===== src/rtl/pow_unit.sv =====
// Sequential x^n mod 2^W by square-and-multiply, start/ready handshake.
// Define POW_UNIT_OVF_EN to add the exact overflow flag output ovf.
module pow_unit #(
    parameter int W  = 16,
    parameter int NW = 8
) (
    input  logic          clk,
    input  logic          rst,
    input  logic          start,
    input  logic [W-1:0]  x,
    input  logic [NW-1:0] n,
    output logic          ready,
    output logic          done,
    output logic [W-1:0]  out
`ifdef POW_UNIT_OVF_EN
    ,
    output logic          ovf
`endif
);

    typedef enum logic {IDLE, BUSY} state_e;

    state_e        state_q, state_d;
    logic [W-1:0]  xr_q, xr_d;
    logic [NW-1:0] nr_q, nr_d;
    logic [W-1:0]  acc_q, acc_d;
    logic [W-1:0]  out_q, out_d;
    logic          done_q, done_d;
    logic [W-1:0]  sq_lo, mul_lo;
    logic          nr_zero;

`ifdef POW_UNIT_OVF_EN
    logic          xo_q, xo_d;
    logic          ao_q, ao_d;
    logic          ovf_q, ovf_d;
    logic [2*W-1:0] sq_full, mul_full;
    logic          sq_hi_nz, mul_hi_nz;

    always_comb begin
        sq_full   = {{W{1'b0}}, xr_q} * {{W{1'b0}}, xr_q};
        mul_full  = {{W{1'b0}}, acc_q} * {{W{1'b0}}, xr_q};
        sq_lo     = sq_full[W-1:0];
        mul_lo    = mul_full[W-1:0];
        sq_hi_nz  = |sq_full[2*W-1:W];
        mul_hi_nz = |mul_full[2*W-1:W];
    end
`else
    // Only the low halves are needed: wrap-around modulo 2^W.
    always_comb begin
        sq_lo  = xr_q * xr_q;
        mul_lo = acc_q * xr_q;
    end
`endif

    assign nr_zero = (nr_q == '0);

    always_ff @(posedge clk) begin
        if (rst) begin
            state_q <= IDLE;
        end else begin
            state_q <= state_d;
        end
    end

    always_comb begin
        state_d = state_q;
        unique case (state_q)
            IDLE: if (start) state_d = BUSY;
            BUSY: if (nr_zero) state_d = IDLE;
            default: state_d = IDLE;
        endcase
    end

    always_comb begin
        ready = (state_q == IDLE);
        done  = done_q;
        out   = out_q;
`ifdef POW_UNIT_OVF_EN
        ovf   = ovf_q;
`endif
    end

    always_comb begin
        xr_d   = xr_q;
        nr_d   = nr_q;
        acc_d  = acc_q;
        out_d  = out_q;
        done_d = 1'b0;
`ifdef POW_UNIT_OVF_EN
        xo_d   = xo_q;
        ao_d   = ao_q;
        ovf_d  = ovf_q;
`endif
        if (state_q == IDLE) begin
            if (start) begin
                xr_d  = x;
                nr_d  = n;
                acc_d = W'(1);
`ifdef POW_UNIT_OVF_EN
                xo_d  = 1'b0;
                ao_d  = 1'b0;
`endif
            end
        end else begin
            unique case (1'b1)
                nr_zero: begin
                    out_d  = acc_q;
                    done_d = 1'b1;
`ifdef POW_UNIT_OVF_EN
                    ovf_d  = ao_q;
`endif
                end
                nr_q[0]: begin
                    acc_d = mul_lo;
                    nr_d  = nr_q - NW'(1);
`ifdef POW_UNIT_OVF_EN
                    ao_d  = ao_q | xo_q | mul_hi_nz;
`endif
                end
                default: begin
                    xr_d = sq_lo;
                    nr_d = nr_q >> 1;
`ifdef POW_UNIT_OVF_EN
                    xo_d = xo_q | sq_hi_nz;
`endif
                end
            endcase
        end
    end

    always_ff @(posedge clk) begin
        if (rst) begin
            xr_q   <= '0;
            nr_q   <= '0;
            acc_q  <= '0;
            out_q  <= '0;
            done_q <= 1'b0;
`ifdef POW_UNIT_OVF_EN
            xo_q   <= 1'b0;
            ao_q   <= 1'b0;
            ovf_q  <= 1'b0;
`endif
        end else begin
            xr_q   <= xr_d;
            nr_q   <= nr_d;
            acc_q  <= acc_d;
            out_q  <= out_d;
            done_q <= done_d;
`ifdef POW_UNIT_OVF_EN
            xo_q   <= xo_d;
            ao_q   <= ao_d;
            ovf_q  <= ovf_d;
`endif
        end
    end

endmodule


===== config.mk =====
export PLATFORM = sky130hd
export DESIGN_NAME = pow_unit
export DESIGN_NICKNAME = d
export VERILOG_FILES = /design/src/rtl/pow_unit.sv
export SDC_FILE = /design/constraint.sdc
export NUM_CORES = 1
export LEC_CHECK = 0
export ABC_AREA = 1
export ABC_CLOCK_PERIOD_IN_PS = 16900
export CORE_MARGIN = 10
export CORE_UTILIZATION = 55
export DETAILED_ROUTE_END_ITERATION = 6
export PLACE_DENSITY = 0.82
export SYNTH_ARGS = -nofsm -noshare
export SYNTH_HDL_FRONTEND = slang
export SYNTH_SLANG_ARGS = --single-unit
export TNS_END_PERCENT = 5

===== constraint.sdc =====
create_clock -name clk -period 16.9 [get_ports clk]
set_input_delay 2.535 -clock clk [delete_from_list [all_inputs] [get_ports clk]]
set_output_delay 2.535 -clock clk [all_outputs]
set_load 0.03 [all_outputs]

==> impl_metrics.tcl <==
set metrics [dict create \
    outcome "completed" \
    core_um2 18090 \
    fp-row-count 49 \
    powerDensity_nw_per_um2 64.75 \
    place_area_um2 10730 \
    ys_ff_latch 58 \
    syn_inst 1432 \
    antenna_found_initial 0 \
    fin_skew_ns 0.009552 \
    finalHoldViolCount 0 \
    diodes 0 \
    max_stage_delay_ns 0.86 \
    cts_resized 0 \
    multi_input_area_um2 7307 \
    grt_pass1_wl_um 42180 \
    vias 8803 \
    grt-ovfl-total 0 \
    timing.slew.headroom 0.2289 \
    cp_max_fo 19 \
    root_buffer "clkbuf_16" \
    ff_latch_area_um2 1161 \
    worstPathCellList "buf_4 -> nand2_1 -> fa_1 -> fa_1 -> inv_1 -> fa_1 -> inv_1 -> fa_1 -> inv_1 -> fa_1 -> inv_1 -> fa_1 -> inv_1 -> ha_1 -> nand2_1 -> nor3_1 -> nand2_1 -> nand3_1 -> a31o_2 -> inv_1 -> nand2_1 -> nand3_1 -> nand2_1 -> nand2_1" \
    synth_cell_types 44 \
    synth_edf_count 0 \
    numCtsBuffers 9 \
    cts_sinks 58 \
    post-dp-hpwl_um 18930 \
    post_cts_buffers 0 \
    place_congestion 0.9154 \
    synthFlopType "dfxtp_1" \
    path_clk_slew_ns 0.05 \
    grt_use_total 0.2101 \
    synth-async-reset-ratio 0 \
    die-area_um2 24390 \
    crit_path_end_kind "register" \
    worstMarginPinSlew_ns 1.150 \
    dr.pass1.iters 5 \
    drive_gt1_frac 0.03465 \
    drc 0 \
    crit_slowest_cell "dfxtp_1" \
    setup_viol 0 \
    power_leakage_nw 6.381 \
    cts_hold_buf 0 \
    cts_buffer_depth 2 \
    vias_per_cell 5.265 \
    crit_type "reg2reg" \
    drtIter0Drc 638 \
    worstSetupStartpointType "register" \
    slew_violations 0 \
    clk_latency_ns 0.33 \
    nNetsFinal 1710 \
    wire_per_inst_um 14.71 \
    ys_seq_area_frac 0.1139 \
    fillers 1563 \
    grt_pass1_vias 8949 \
    wl_um 24590 \
    hp-class "reg2reg" \
    max_freq_mhz 166.3 \
    rsz0062_at_grt "false" \
    fin_area_um2 11040 \
    crit_required_ns 17.13 \
    grt_max_degree 31 \
    max-vdd-ir-drop_mv 0.09637 \
    antenna_left 0 \
    syn_avg_cell_area_um2 7.122 \
    worstPathArrival_ns 6.24 \
    fin_crit_ns 6.012 \
    boundaryPins 45 \
    io_buffers 44 \
    ctsHtreeMaxLevel 3 \
    max_cap_violations 0 \
    initial_core_util 0.5639 \
    cts_tree "yes" \
    yosysWarnings 0 \
    netlist_area_um2 10200 \
    setup_tns_ns 0 \
    area_growth_syn_to_layout_pct 8.293 \
    die_x_um 156.2 \
    chipHeight_um 156.2 \
    syn_nets 1703 \
    min_period_over_period 0.3558 \
]
==> layer usage <==
| layer | up-vias | global-route usage | wire [um] |
|---|---|---|---|
| li1 | 4233 | - | - |
| met1 | 4206 | 0.2683 | 10280 |
| met2 | 309 | 0.3578 | 11940 |
| met3 | 55 | 0.03281 | 1704 |
| met4 | 0 | 0.06427 | 667 |
| met5 | - | 0 | 0 |
==> power by group <==
group	internal [W]	switching, W
Clock	0.000132	0.0000638
Combinational	0.000126	0.000214
Sequential	0.000151	0.0000289
Total	0.000408	0.000307
==> cell families after synthesis <==
| family | after synthesis | share of synthesized area |
|---|---|---|
| AO/OA/AOI/OAI | 140 | 0.07717 |
| XOR/XNOR | 31 | 0.02736 |
| adder cells (fa/ha/maj) | 244 | 0.4076 |
| buffers and inverters | 444 | 0.1697 |
| flip-flops | 58 | 0.1139 |
| AND/OR/NAND/NOR | 515 | 0.2044 |
==> sequential cells by signal (all words and copies together), names as in the netlist <==
register and cells:
xr_q 16, state_q 1, done 1, acc_q 16
nr_q 8, out 16
==> final timing paths <==
kind           start        to  slack, ns  cells past startpoint
max          xr_q[1]  xr_q[15]      10.89                     24
min          nr_q[6]   nr_q[6]       0.47                      2
max reg2reg  xr_q[1]  xr_q[15]      10.89                     24
min reg2reg  nr_q[6]   nr_q[6]       0.47                      2
==> critical path, delay by kind of cell (launching register included) <==
kind	cells	cell delay [ns]
adder cells (fa/ha/maj)	7	3.38
AND/OR/NAND/NOR	9	0.90
flip-flops	1	0.86
buffers and inverters	7	0.67
AO/OA/AOI/OAI	1	0.11
==> cells in the final DEF, fill, tap and decap left out, types with 2 or more instances in the layout <==
| cell type | instances |
|---|---|
| a31o_2 | 2 |
| inv_1 | 380 |
| nand3_1 | 45 |
| buf_4 | 12 |
| nor2_1 | 56 |
| o21ai_0 | 52 |
| nand2_1 | 384 |
| xor2_1 | 18 |
| a31oi_1 | 4 |
| dfxtp_1 | 58 |
| nand2_2 | 3 |
| o21a_1 | 2 |
| clkdlybuf4s50_1 | 44 |
| ha_1 | 97 |
| o211ai_2 | 3 |
| o21bai_1 | 3 |
| nor3_1 | 8 |
| inv_2 | 4 |
| fa_1 | 147 |
| clkinv_2 | 2 |
| a21oi_1 | 59 |
| nand4_1 | 5 |
| clkbuf_16 | 9 |
| nand3b_1 | 6 |
| xnor2_1 | 12 |
| a22o_1 | 2 |
| or2_2 | 3 |
| o21ai_2 | 2 |
| bufinv_16 | 2 |
| o21ai_1 | 4 |
==> layout make-up <==
cell class / instances / area share
multi-input cells: 930 / 0.6616
repair buffers: 56 / 0.04803
well taps: 229 / 0.02594
clock inverters: 5 / 0.007137
flip-flops and latches: 58 / 0.1051
inverters: 384 / 0.1305
clock buffers: 10 / 0.02164
==> stage by stage <==
| stage | hold slack (ns) | std cells | total power [W] | utilization | setup slack [ns] |
|---|---|---|---|---|---|
| after floorplan | 0.4451 | 1432 | 0.0004281 | - | 11.44 |
| after global placement | 0.4625 | 1657 | 0.0005099 | 0.5931 | 11.05 |
| after detailed placement | 0.4634 | 1657 | 0.0005185 | 0.5931 | 10.96 |
| after CTS | 0.4741 | 1672 | 0.0007167 | 0.6107 | 10.92 |
| after global routing | 0.5146 | 1672 | 0.0007762 | 0.6107 | 10.54 |
| final | 0.4742 | 1672 | 0.0007152 | 0.6107 | 10.89 |
==> cells in the mapped netlist (11+ instances only) <==
library cell  instances  area, um^2
nand2_1             384        1441
inv_1               380        1426
fa_1                147        2943
ha_1                 97        1214
a21oi_1              59       295.3
dfxtp_1              58        1161
nor2_1               56       210.2
o21ai_0              52       260.3
nand3_1              45       225.2
clkbuf_1             29       108.9
xor2_1               18       157.7
xnor2_1              12       105.1
buf_2                11       55.05
No activity file was read; power rests on OpenSTA's default activity.
